[src/rtl/assoc_store_pkg.sv]
// assoc_store_pkg
//   Shared definitions for the associative key/value store:
//   - request opcode encodings (3 bits; codes 6..7 behave as NONE)
//   - entry field width helper
//   - count-width helper used to size the occupancy output
package assoc_store_pkg;

  typedef enum logic [2:0] {
    OP_NONE   = 3'd0,
    OP_LOOKUP = 3'd1,
    OP_WRITE  = 3'd2,
    OP_INCR   = 3'd3,
    OP_DELETE = 3'd4,
    OP_FLUSH  = 3'd5
  } op_e;

  // Bits held by one entry: valid + key + data.
  function automatic int entry_bits(input int key_width, input int data_width);
    return 1 + key_width + data_width;
  endfunction

  // Occupancy must be able to represent 0..entries inclusive.
  function automatic int cnt_width(input int entries);
    return $clog2(entries + 1);
  endfunction

endpackage

[src/rtl/assoc_store_entry.sv]
// assoc_store_entry
//   One storage slot of the associative store.
//   Ports:
//     clk, rst_n      clock, asynchronous active-low reset
//     i_clr           invalidate the slot (highest priority)
//     i_load          write {i_key, i_data} and mark valid
//     i_inc           increment stored data (wraps)
//     i_key, i_data   load values
//     i_cmp_key       key compared against the stored key
//     o_valid/o_key/o_data  slot contents
//     o_match         o_valid && stored key == i_cmp_key
module assoc_store_entry #(
  parameter int KEY_WIDTH  = 5,
  parameter int DATA_WIDTH = 8
) (
  input  logic                  clk,
  input  logic                  rst_n,
  input  logic                  i_clr,
  input  logic                  i_load,
  input  logic                  i_inc,
  input  logic [KEY_WIDTH-1:0]  i_key,
  input  logic [DATA_WIDTH-1:0] i_data,
  input  logic [KEY_WIDTH-1:0]  i_cmp_key,
  output logic                  o_valid,
  output logic [KEY_WIDTH-1:0]  o_key,
  output logic [DATA_WIDTH-1:0] o_data,
  output logic                  o_match
);

  logic                  r_valid;
  logic [KEY_WIDTH-1:0]  r_key;
  logic [DATA_WIDTH-1:0] r_data;

  always_ff @(posedge clk or negedge rst_n) begin
    if (!rst_n) begin
      r_valid <= 1'b0;
      r_key   <= '0;
      r_data  <= '0;
    end else if (i_clr) begin
      r_valid <= 1'b0;
    end else if (i_load) begin
      r_valid <= 1'b1;
      r_key   <= i_key;
      r_data  <= i_data;
    end else if (i_inc) begin
      r_data <= r_data + DATA_WIDTH'(1);
    end
  end

  assign o_valid = r_valid;
  assign o_key   = r_key;
  assign o_data  = r_data;
  assign o_match = r_valid && (r_key == i_cmp_key);

endmodule

[src/rtl/assoc_store.sv]
// assoc_store
//   Associative key/value store with a registered single-cycle response.
//   Ops: LOOKUP, WRITE, INCR, DELETE, FLUSH. Optional round-robin eviction
//   when a WRITE/INCR misses on a full store (EVICT=1), otherwise rejected.
//   Ports:
//     clk, rst             clock, asynchronous active-low reset
//     req_valid/op/key/data  request, one per cycle, no backpressure
//     rsp_valid            one-cycle strobe after an accepted request
//     rsp_hit/ok/data      response fields (hold when no response)
//     count, full          registered occupancy after the op
module assoc_store
  import assoc_store_pkg::*;
#(
  parameter int KEY_WIDTH  = 5,
  parameter int DATA_WIDTH = 8,
  parameter int ENTRIES    = 16,
  parameter int EVICT      = 1,
  localparam int CNT_WIDTH = cnt_width(ENTRIES)
) (
  input  logic                  clk,
  input  logic                  rst,
  input  logic                  req_valid,
  input  logic [2:0]            req_op,
  input  logic [KEY_WIDTH-1:0]  req_key,
  input  logic [DATA_WIDTH-1:0] req_data,
  output logic                  rsp_valid,
  output logic                  rsp_hit,
  output logic                  rsp_ok,
  output logic [DATA_WIDTH-1:0] rsp_data,
  output logic [CNT_WIDTH-1:0]  count,
  output logic                  full
);

  localparam int IDX_W = $clog2(ENTRIES);

  logic [ENTRIES-1:0]    w_match;
  logic [ENTRIES-1:0]    w_valid;
  logic [ENTRIES-1:0]    w_clr;
  logic [ENTRIES-1:0]    w_load;
  logic [ENTRIES-1:0]    w_inc;
  logic [KEY_WIDTH-1:0]  w_key  [ENTRIES];
  logic [DATA_WIDTH-1:0] w_data [ENTRIES];
  logic [DATA_WIDTH-1:0] w_load_data;

  logic                  w_hit;
  logic [IDX_W-1:0]      w_hit_idx;
  logic                  w_has_free;
  logic [IDX_W-1:0]      w_free_idx;
  logic [DATA_WIDTH-1:0] w_hit_data;

  logic                  w_accept;
  logic                  w_nxt_hit;
  logic                  w_nxt_ok;
  logic [DATA_WIDTH-1:0] w_nxt_data;
  logic [CNT_WIDTH-1:0]  w_nxt_count;
  logic [IDX_W-1:0]      w_nxt_ptr;

  logic                  r_rsp_valid;
  logic                  r_rsp_hit;
  logic                  r_rsp_ok;
  logic [DATA_WIDTH-1:0] r_rsp_data;
  logic [CNT_WIDTH-1:0]  r_count;
  logic                  r_full;
  logic [IDX_W-1:0]      r_ptr;

  for (genvar g = 0; g < ENTRIES; g++) begin : g_entry
    assoc_store_entry #(
      .KEY_WIDTH (KEY_WIDTH),
      .DATA_WIDTH(DATA_WIDTH)
    ) u_entry (
      .clk      (clk),
      .rst_n    (rst),
      .i_clr    (w_clr[g]),
      .i_load   (w_load[g]),
      .i_inc    (w_inc[g]),
      .i_key    (req_key),
      .i_data   (w_load_data),
      .i_cmp_key(req_key),
      .o_valid  (w_valid[g]),
      .o_key    (w_key[g]),
      .o_data   (w_data[g]),
      .o_match  (w_match[g])
    );
  end

  // Priority encoders: lowest-index match and lowest-index free slot.
  // Scanning downward lets the lowest index win.
  always_comb begin
    w_hit      = |w_match;
    w_has_free = ~&w_valid;
    w_hit_idx  = '0;
    w_free_idx = '0;
    for (int i = ENTRIES - 1; i >= 0; i--) begin
      if (w_match[i]) w_hit_idx = IDX_W'(i);
      if (!w_valid[i]) w_free_idx = IDX_W'(i);
    end
  end

  assign w_hit_data = w_data[w_hit_idx];

  always_comb begin
    w_clr       = '0;
    w_load      = '0;
    w_inc       = '0;
    w_load_data = req_data;
    w_accept    = 1'b0;
    w_nxt_hit   = 1'b0;
    w_nxt_ok    = 1'b0;
    w_nxt_data  = '0;
    w_nxt_count = r_count;
    w_nxt_ptr   = r_ptr;
    if (req_valid) begin
      case (req_op)
        OP_LOOKUP: begin
          w_accept  = 1'b1;
          w_nxt_hit = w_hit;
          w_nxt_ok  = w_hit;
          if (w_hit) w_nxt_data = w_hit_data;
        end
        OP_WRITE, OP_INCR: begin
          w_accept    = 1'b1;
          w_nxt_hit   = w_hit;
          // A missing INCR key is inserted with count 1.
          w_load_data = (req_op == OP_INCR) ? DATA_WIDTH'(1) : req_data;
          if (w_hit) begin
            w_nxt_ok = 1'b1;
            if (req_op == OP_INCR) begin
              w_inc[w_hit_idx] = 1'b1;
              w_nxt_data       = w_hit_data + DATA_WIDTH'(1);
            end else begin
              w_load[w_hit_idx] = 1'b1;
              w_nxt_data        = w_hit_data;
            end
          end else if (w_has_free) begin
            w_nxt_ok           = 1'b1;
            w_load[w_free_idx] = 1'b1;
            w_nxt_count        = r_count + CNT_WIDTH'(1);
            w_nxt_data         = (req_op == OP_INCR) ? DATA_WIDTH'(1) : '0;
          end else if (EVICT != 0) begin
            w_nxt_ok      = 1'b1;
            w_load[r_ptr] = 1'b1;
            w_nxt_ptr     = (r_ptr == IDX_W'(ENTRIES - 1)) ? '0 : r_ptr + IDX_W'(1);
            w_nxt_data    = (req_op == OP_INCR) ? DATA_WIDTH'(1) : w_data[r_ptr];
          end
        end
        OP_DELETE: begin
          w_accept  = 1'b1;
          w_nxt_hit = w_hit;
          w_nxt_ok  = w_hit;
          if (w_hit) begin
            w_clr[w_hit_idx] = 1'b1;
            w_nxt_data       = w_hit_data;
            w_nxt_count      = r_count - CNT_WIDTH'(1);
          end
        end
        OP_FLUSH: begin
          w_accept    = 1'b1;
          w_nxt_ok    = 1'b1;
          w_clr       = '1;
          w_nxt_count = '0;
          w_nxt_ptr   = '0;
        end
        default: ;
      endcase
    end
  end

  // Response fields hold their last value when no request is accepted.
  always_ff @(posedge clk or negedge rst) begin
    if (!rst) begin
      r_rsp_valid <= 1'b0;
      r_rsp_hit   <= 1'b0;
      r_rsp_ok    <= 1'b0;
      r_rsp_data  <= '0;
      r_count     <= '0;
      r_full      <= 1'b0;
      r_ptr       <= '0;
    end else begin
      r_rsp_valid <= w_accept;
      if (w_accept) begin
        r_rsp_hit  <= w_nxt_hit;
        r_rsp_ok   <= w_nxt_ok;
        r_rsp_data <= w_nxt_data;
        r_count    <= w_nxt_count;
        r_full     <= (w_nxt_count == CNT_WIDTH'(ENTRIES));
        r_ptr      <= w_nxt_ptr;
      end
    end
  end

  // At most one valid entry per key, and the hit slot really holds req_key.
  always_ff @(posedge clk) begin
    if (rst) begin
      assert ($onehot0(w_match));
      assert (!w_hit || (w_key[w_hit_idx] == req_key));
    end
  end

  assign rsp_valid = r_rsp_valid;
  assign rsp_hit   = r_rsp_hit;
  assign rsp_ok    = r_rsp_ok;
  assign rsp_data  = r_rsp_data;
  assign count     = r_count;
  assign full      = r_full;

endmodule

[config.mk]
export PLATFORM = sky130hd
export DESIGN_NAME = assoc_store
export DESIGN_NICKNAME = d
export VERILOG_FILES = /design/src/rtl/assoc_store_pkg.sv /design/src/rtl/assoc_store_entry.sv /design/src/rtl/assoc_store.sv
export SDC_FILE = /design/constraint.sdc
export NUM_CORES = 1
export LEC_CHECK = 0
export ABC_AREA = 1
export CAP_MARGIN = 20
export CORE_UTILIZATION = 45
export CTS_BUF_LIST = sky130_fd_sc_hd__clkbuf_8
export CTS_CLUSTER_DIAMETER = 60
export DETAILED_ROUTE_END_ITERATION = 12
export GPL_ROUTABILITY_DRIVEN = 0
export PLACE_DENSITY = 0.58
export SYNTH_ARGS = -nofsm -noshare
export SYNTH_HDL_FRONTEND = slang
export SYNTH_SLANG_ARGS = --single-unit
[constraint.sdc]
create_clock -name clk -period 3.6 [get_ports clk]
set_input_delay 0.72 -clock clk [delete_from_list [all_inputs] [get_ports clk]]
set_output_delay 0.72 -clock clk [all_outputs]
set_load 0.1 [all_outputs]
==> results.json, run 1 <==
{
  "syn-cell-area_sq_um": 17310,
  "drive_gt1_share_pct": 16.68,
  "fillerInstances": 3684,
  "vdd_drop_max_uv": 297.6,
  "final_nets": 2771,
  "setup_viol": 1,
  "period_share_pct": 100.7,
  "cts_sinks": 245,
  "pwr-share-comb_pct": 45.2,
  "io_pins": 36,
  "crit_family": "simple AND/OR/NAND/NOR gates",
  "hold_ws_ns": 0.03771,
  "crit_required_ns": 4.15,
  "ys_seq_area_share_pct": 35.42,
  "fmax_mhz": 275.9,
  "cts_tree": "built",
  "crit_top_cell": "nand2_1",
  "globalRouteOverflowTotal": 0,
  "ys_ff_latch": 245,
  "syn_nets": 2579,
  "final_cell_mix": "676 x nand2_1, 351 x o21ai_0, 244 x dfrtp_1, 233 x inv_1, 193 x buf_4",
  "p_switching_mw": 5.578,
  "clockPowerShare_pct": 23.9,
  "synth_warnings": 0,
  "placementRows": 71,
  "min_period_ns": 3.625,
  "p_sw_share_pct": 44.38,
  "grt_use_total_pct": 31.68,
  "syn_avg_cell_area_sq_um": 6.823,
  "layout.cells.most_common": "nand2_1",
  "coreArea_sq_um": 37760,
  "clk_pin_slew_worst_paths_ns": 0.06,
  "fin_setup_tns_ns": -0.02486,
  "cp-end-kind": "flip-flop",
  "synthCells": 2537,
  "leakagePower_nw": 9.974,
  "critical_path_peak_fanout": 5,
  "vias_per_cell": 5.513,
  "synth_edf_count": 0,
  "areaGrowthSynthToFinish_pct": 22.22,
  "drt_iter0_markers": 1519,
  "clk_path_buf_depth": 3,
  "synthFlopType": "dfrtp_1",
  "antenna_left": 0,
  "path_class": "flip-flop to flip-flop",
  "postPlaceCellArea_sq_um": 19340,
  "crit_path_max_incr_delay_ns": 0.39,
  "netlist.area_leader.share_pct": 35.42,
  "crit_cells": 25,
  "initial_core_util_pct": 45.85,
  "layoutNonFillerInstCount": 3276,
  "hold_buffers": 0,
  "drt_wl_total_mm": 62.10,
  "synth_area_leaders": "dfrtp_1 35%, nand2_1 15%, o21ai_0 11%",
  "slowest_stage": "dfrtp_1",
  "clkLatencyLatePin_ns": 0.65,
  "drc_errors": 0,
  "grt_max_degree": 72,
  "rsz0062_at_grt": "true",
  "slew_headroom_pct": 32.35,
  "place_inst": 3147,
  "failed_checks": "negative setup slack",
  "synth_cell_types": 64,
  "dp_hpwl_mm": 44.34,
  "cp_num_buf_inv": 6,
  "via_count": 18060,
  "slew_violations": 0,
  "die_w_microns": 198.1,
  "dieArea_sq_um": 39250,
  "pwr-share-seq_pct": 30.9,
  "clockRootBuffer": "clkbuf_8",
  "ys_async_sr_fraction_pct": 100.0,
  "reg2reg_depth": 25,
  "p_per_area_nw_per_um2": 594.1,
  "first_pass_iters": 6,
  "setup_ws_ns": -0.02486,
  "cts_buffers": 48,
  "status": "finished, violations left",
  "hp-class": "input port to asynchronous set/reset pin",
  "design_area_sq_um": 21160,
  "cap_violations": 0,
  "grt_pass1_vias": 16790,
  "port_buffers": 35,
  "reg2reg_slack_ns": -0.02,
  "hold_viol_final": 0,
  "h-tree-depth": 2,
  "clock_skew_ns": 0.04086,
  "yosysTopAreaCell": "dfrtp_1",
  "antenna_found_initial": 1,
  "grt_pass1_wl_mm": 95.65,
  "arrival_ns": 4.17,
  "internal_power_mw": 6.990,
  "die_h_microns": 198.1,
  "wl_per_cell_microns": 18.96,
  "tightest_slew_ns": 1.014,
  "setup.worst_path.start_class": "flip-flop"
}
metrics by stage:
stage,power (mW),setup WS [ns],utilization [%]
4_1_cts,12.24,0.0003926,54.29
3_3_place_gp,9.070,-0.9434,51.24
5_1_grt,13.38,-0.2314,56.03
2_1_floorplan,7.256,0.08155,-
6_report,12.57,-0.02486,56.03
3_5_place_dp,9.126,-0.9007,51.24
final timing paths:
path	startpoint	to
max	g_entry[13].u_entry.o_key[3]$_DFFE_PN0P_	rsp_data[7]$_DFFE_PN0P_
min	rst	g_entry[0].u_entry.o_data[4]$_DFFE_PN0P_
max reg2reg	g_entry[13].u_entry.o_key[3]$_DFFE_PN0P_	rsp_data[7]$_DFFE_PN0P_
min reg2reg	rsp_data[3]$_DFFE_PN0P_	rsp_data[3]$_DFFE_PN0P_
max in group asynchronous	rst	g_entry[15].u_entry.o_key[1]$_DFFE_PN0P_
min in group clk	req_key[4]	g_entry[15].u_entry.o_key[4]$_DFFE_PN0P_
metal layers:
layer	vias to the layer above	GRT usage, %	wire (microns)
li1	8764	-	-
met1	8432	42.49	27190
met2	706	49.93	28010
met3	157	5.127	4304
met4	0	14.50	2591
met5	-	0	0
sequential cells by signal, summed over array words and instances, names as in the netlist:
signal                   count
full                         1
rsp_data                     8
rsp_valid                    1
g_entry.u_entry.o_data     128
g_entry.u_entry.o_key       80
rsp_hit                      1
r_ptr                        4
rsp_ok                       1
g_entry.u_entry.o_valid     16
count                        5
area by class of cell:
class,instances,area [sq um],area share [%]
Inverter,259,994.7,4.702
Antenna cell,1,2.502,0.01183
Multi-Input combinational cell,1902,9842,46.52
Timing Repair Buffer,271,2519,11.91
Timing Repair inverter,2,15.01,0.07097
Sequential cell,245,6132,28.99
Tap cell,511,639.4,3.022
Clock inverter,24,171.4,0.8103
Clock buffer,61,839.6,3.969
synth_stat cells, types with 11 or more instances:
cell,count
nand3_1,114
nand4_1,13
nor3_1,32
nand2_1,689
o21ai_0,364
buf_2,38
o21ai_1,66
a21oi_1,169
xnor2_1,16
ha_1,23
nand2_2,11
a211oi_1,13
clkbuf_1,69
nor2_2,11
o21ai_2,15
o211ai_1,19
inv_1,223
nor2_1,164
xor2_1,86
o22ai_1,23
inv_2,31
dfrtp_1,245
timing repair:
item                       4_1_cts  5_1_grt
setup endpoints to repair      116      130
cloned                           2        8
pin swaps                       12       35
resized for setup               21      106
buffers inserted                 7       27
power groups by stage:
| stage | Sequential [mW] | Combinational (mW) | Clock (mW) |
|---|---|---|---|
| finish | 3.88 | 5.68 | 3.01 |
| detailed placement | 3.91 | 5.21 | 0 |
| global route | 3.96 | 6.23 | 3.19 |
| CTS | 3.87 | 5.30 | 3.07 |
| global placement | 3.91 | 5.16 | 0 |
| floorplan | 4.04 | 3.22 | 0 |
cells by family (layout without fill, tap and decap cells):
group                    count (synthesis)  count (layout)  share of synthesized area, %
AO/OA/AOI/OAI                          711             711                         22.68
XOR/XNOR                               102             102                         5.161
adder cells (fa/ha/maj)                 23              23                         1.663
buffers and inverters                  390             617                         9.412
flip-flops                             245             245                         35.42
multiplexers                             1               1                       0.05783
other                                    0               1                             0
AND/OR/NAND/NOR                       1065            1065                         25.61
Power figures use the tool's default switching activity.
==> run 2: changes to the inputs <==
ABC_AREA = not set   (was 1)
MAX_ROUTING_LAYER = met4   (was not set)
==> results.json, run 2 <==
{
  "pwr-share-comb_pct": 34.0,
  "globalRouteOverflowTotal": 0,
  "drt_wl_total_mm": 55.17,
  "die_w_microns": 189.8,
  "yosysTopAreaCell": "dfrtp_1",
  "h-tree-depth": 2,
  "drc_errors": 0,
  "grt_max_degree": 88,
  "yosys-top-cells-count": "245 x dfrtp_1, 211 x nand2_1, 127 x a21oi_1",
  "cts_tree": "built",
  "rsz0062_at_grt": "true",
  "fin_setup_tns_ns": -2.933,
  "synth_cell_types": 81,
  "clk_pin_slew_worst_paths_ns": 0.06,
  "power_mw": 9.354,
  "syn-cell-area_sq_um": 15860,
  "clockPowerShare_pct": 27.1,
  "synth_edf_count": 0,
  "crit_required_ns": 4.07,
  "p_switching_mw": 3.447,
  "grt_pass1_wl_mm": 84.43,
  "synthCells": 1668,
  "cap_violations": 0,
  "place_ws_ns": -1.203,
  "initial_core_util_pct": 45.81,
  "status": "finished, violations left",
  "post-route-util_pct": 61.11,
  "syn_avg_cell_area_sq_um": 9.511,
  "netlist.area_leader.share_pct": 38.65,
  "ys_ff_latch": 245,
  "drive_gt1_share_pct": 34.74,
  "drt_iter0_markers": 1395,
  "synth_area_leaders": "dfrtp_1 39%, xor2_1 6.9%, mux2_2 6.3%",
  "clockRootBuffer": "clkbuf_8",
  "reg2reg_slack_ns": -0.27,
  "largest_reg_flops": 128,
  "design_area_sq_um": 21160,
  "io_pins": 36,
  "hp-class": "input port to asynchronous set/reset pin",
  "clk_path_buf_depth": 3,
  "antenna_cells": 0,
  "cp-end-kind": "flip-flop",
  "areaGrowthSynthToFinish_pct": 33.39,
  "dieArea_sq_um": 36010,
  "syn_nets": 1710,
  "first_pass_iters": 5,
  "arrival_ns": 4.37,
  "setup.worst_path.start_class": "input port",
  "p_sw_share_pct": 36.86,
  "grt_pass1_vias": 14360,
  "clock_skew_ns": 0.02006,
  "hold_viol_final": 0,
  "path_class": "input port to flip-flop",
  "cts_buffers": 46,
  "grt_use_total_pct": 31.59,
  "vias_per_cell": 5.998,
  "placementRows": 68,
  "cts_sinks": 245,
  "hold_ws_ns": 0.1562,
  "ys_seq_area_share_pct": 38.65,
  "layout.cells.most_common": "dfrtp_1",
  "place_inst": 2297,
  "postPlaceCellArea_sq_um": 18650,
  "slew_headroom_pct": 34.87,
  "die_h_microns": 189.8,
  "vdd_drop_max_uv": 407.0,
  "antenna_found_initial": 0,
  "clkLatencyLatePin_ns": 0.60,
  "setup_viol": 32,
  "internal_power_mw": 5.906,
  "synthFlopType": "dfrtp_1",
  "final_cell_mix": "242 x dfrtp_1, 241 x buf_4, 197 x nand2_1, 114 x a21oi_1, 111 x xor2_1",
  "wl_per_cell_microns": 22.54,
  "fmax_mhz": 256.2,
  "critical_path_peak_fanout": 8,
  "tightest_slew_ns": 0.9739,
  "dp_hpwl_mm": 38.54,
  "layoutNonFillerInstCount": 2447,
  "reg2reg_depth": 19,
  "slew_violations": 0,
  "ys_async_sr_fraction_pct": 100.0,
  "coreArea_sq_um": 34630,
  "p_per_area_nw_per_um2": 442.0,
  "pwr-share-seq_pct": 38.9,
  "via_count": 14680,
  "fillerInstances": 2889,
  "setup_ws_ns": -0.3026,
  "leakagePower_nw": 9.661,
  "antenna_left": 0,
  "port_buffers": 35,
  "synth_warnings": 0,
  "failed_checks": "negative setup slack",
  "yosysMostFrequentCell": "dfrtp_1",
  "period_share_pct": 108.4,
  "min_period_ns": 3.903,
  "final_nets": 2000
}
[run 2: changes by cell type in the layout (fill, tap and decap cells not counted), sizes merged, moves of 29 or more]
| cell | previous run | this run |
|---|---|---|
| a21oi | 172 | 127 |
| and3 | 0 | 38 |
| buf | 232 | 320 |
| inv | 269 | 44 |
| mux2 | 0 | 89 |
| mux2i | 1 | 37 |
| mux4 | 0 | 40 |
| nand2 | 705 | 211 |
| nand3 | 116 | 61 |
| nand4 | 16 | 45 |
| nor2 | 179 | 110 |
| o21ai | 446 | 105 |
| xnor2 | 16 | 69 |
| xor2 | 86 | 125 |
[run 2: worst paths after layout]
check / from / to
min reg2reg: rsp_data[2]$_DFFE_PN0P_ / rsp_data[2]$_DFFE_PN0P_
min: rst / count[2]$_DFFE_PN0P_
max in group asynchronous: rst / g_entry[8].u_entry.o_key[2]$_DFFE_PN0P_
max: req_key[1] / rsp_data[4]$_DFFE_PN0P_
min in group clk: req_key[3] / g_entry[15].u_entry.o_key[3]$_DFFE_PN0P_
max reg2reg: g_entry[13].u_entry.o_key[1]$_DFFE_PN0P_ / rsp_data[4]$_DFFE_PN0P_
[run 2: worst max-delay path, cell delays in order]
cell and delay (ns):
buf_4 0.14, buf_12 0.15, xor2_1 0.16, nor4_2 0.34, buf_4 0.18, and3_4 0.19
o2111a_1 0.23, o21ai_4 0.09, and2_4 0.21, buf_12 0.14, buf_12 0.13, buf_4 0.14
mux2i_2 0.16, a32oi_1 0.24, nand4_1 0.24, inv_2 0.15, ha_4 0.14, nand2_2 0.05
nor3_4 0.18, o21bai_1 0.09, a221o_1 0.29
[run 2: power by group through the flow]
| stage | clock network [mW] | registers, mW | logic (mW) |
|---|---|---|---|
| after floorplan | 0 | 3.68 | 1.69 |
| after global placement | 0 | 3.64 | 2.71 |
| after detailed placement | 0 | 3.64 | 2.76 |
| after CTS | 2.59 | 3.61 | 3.00 |
| after global routing | 2.73 | 3.67 | 3.40 |
| final | 2.53 | 3.64 | 3.18 |
[run 2: area by class of cell]
| type | count | area (sq um) | area share [%] |
|---|---|---|---|
| multi-input cells | 1295 | 10080 | 47.66 |
| flip-flops and latches | 245 | 6135 | 28.99 |
| repair buffers | 352 | 3462 | 16.36 |
| clock buffers | 51 | 701.9 | 3.317 |
| well taps | 455 | 569.3 | 2.690 |
| clock inverters | 31 | 141.4 | 0.6681 |
| inverters | 18 | 67.56 | 0.3193 |
[run 2: cells by family (layout without fill, tap and decap cells)]
logic type / count (synthesis) / count (layout) / share of synthesized area [%]
mux: 166 / 166 / 14.33
xor+xnor: 194 / 194 / 10.71
flops: 245 / 245 / 38.65
simple gates: 565 / 565 / 17.23
buf+inv: 128 / 452 / 4.022
compound gates: 347 / 347 / 13.25
fa+ha+maj: 23 / 23 / 1.814
[run 2: per-layer routing]
| metal | vias up | global-route usage, % | share of wire, % |
|---|---|---|---|
| met2 | 623 | 47.34 | 45 |
| met3 | 131 | 5.811 | 7.8 |
| met5 | - | - | 0 |
| met1 | 7350 | 43.17 | 44 |
| met4 | 0 | 10.24 | 3.3 |
| li1 | 6574 | - | - |
[run 2: what timing repair did]
action / in CTS / in global routing
hold buffers: 0 / 0
resized for setup: 136 / 113
cloned: 6 / 3
pin swaps: 70 / 53
setup buffers: 44 / 22
setup endpoints to repair: 227 / 209
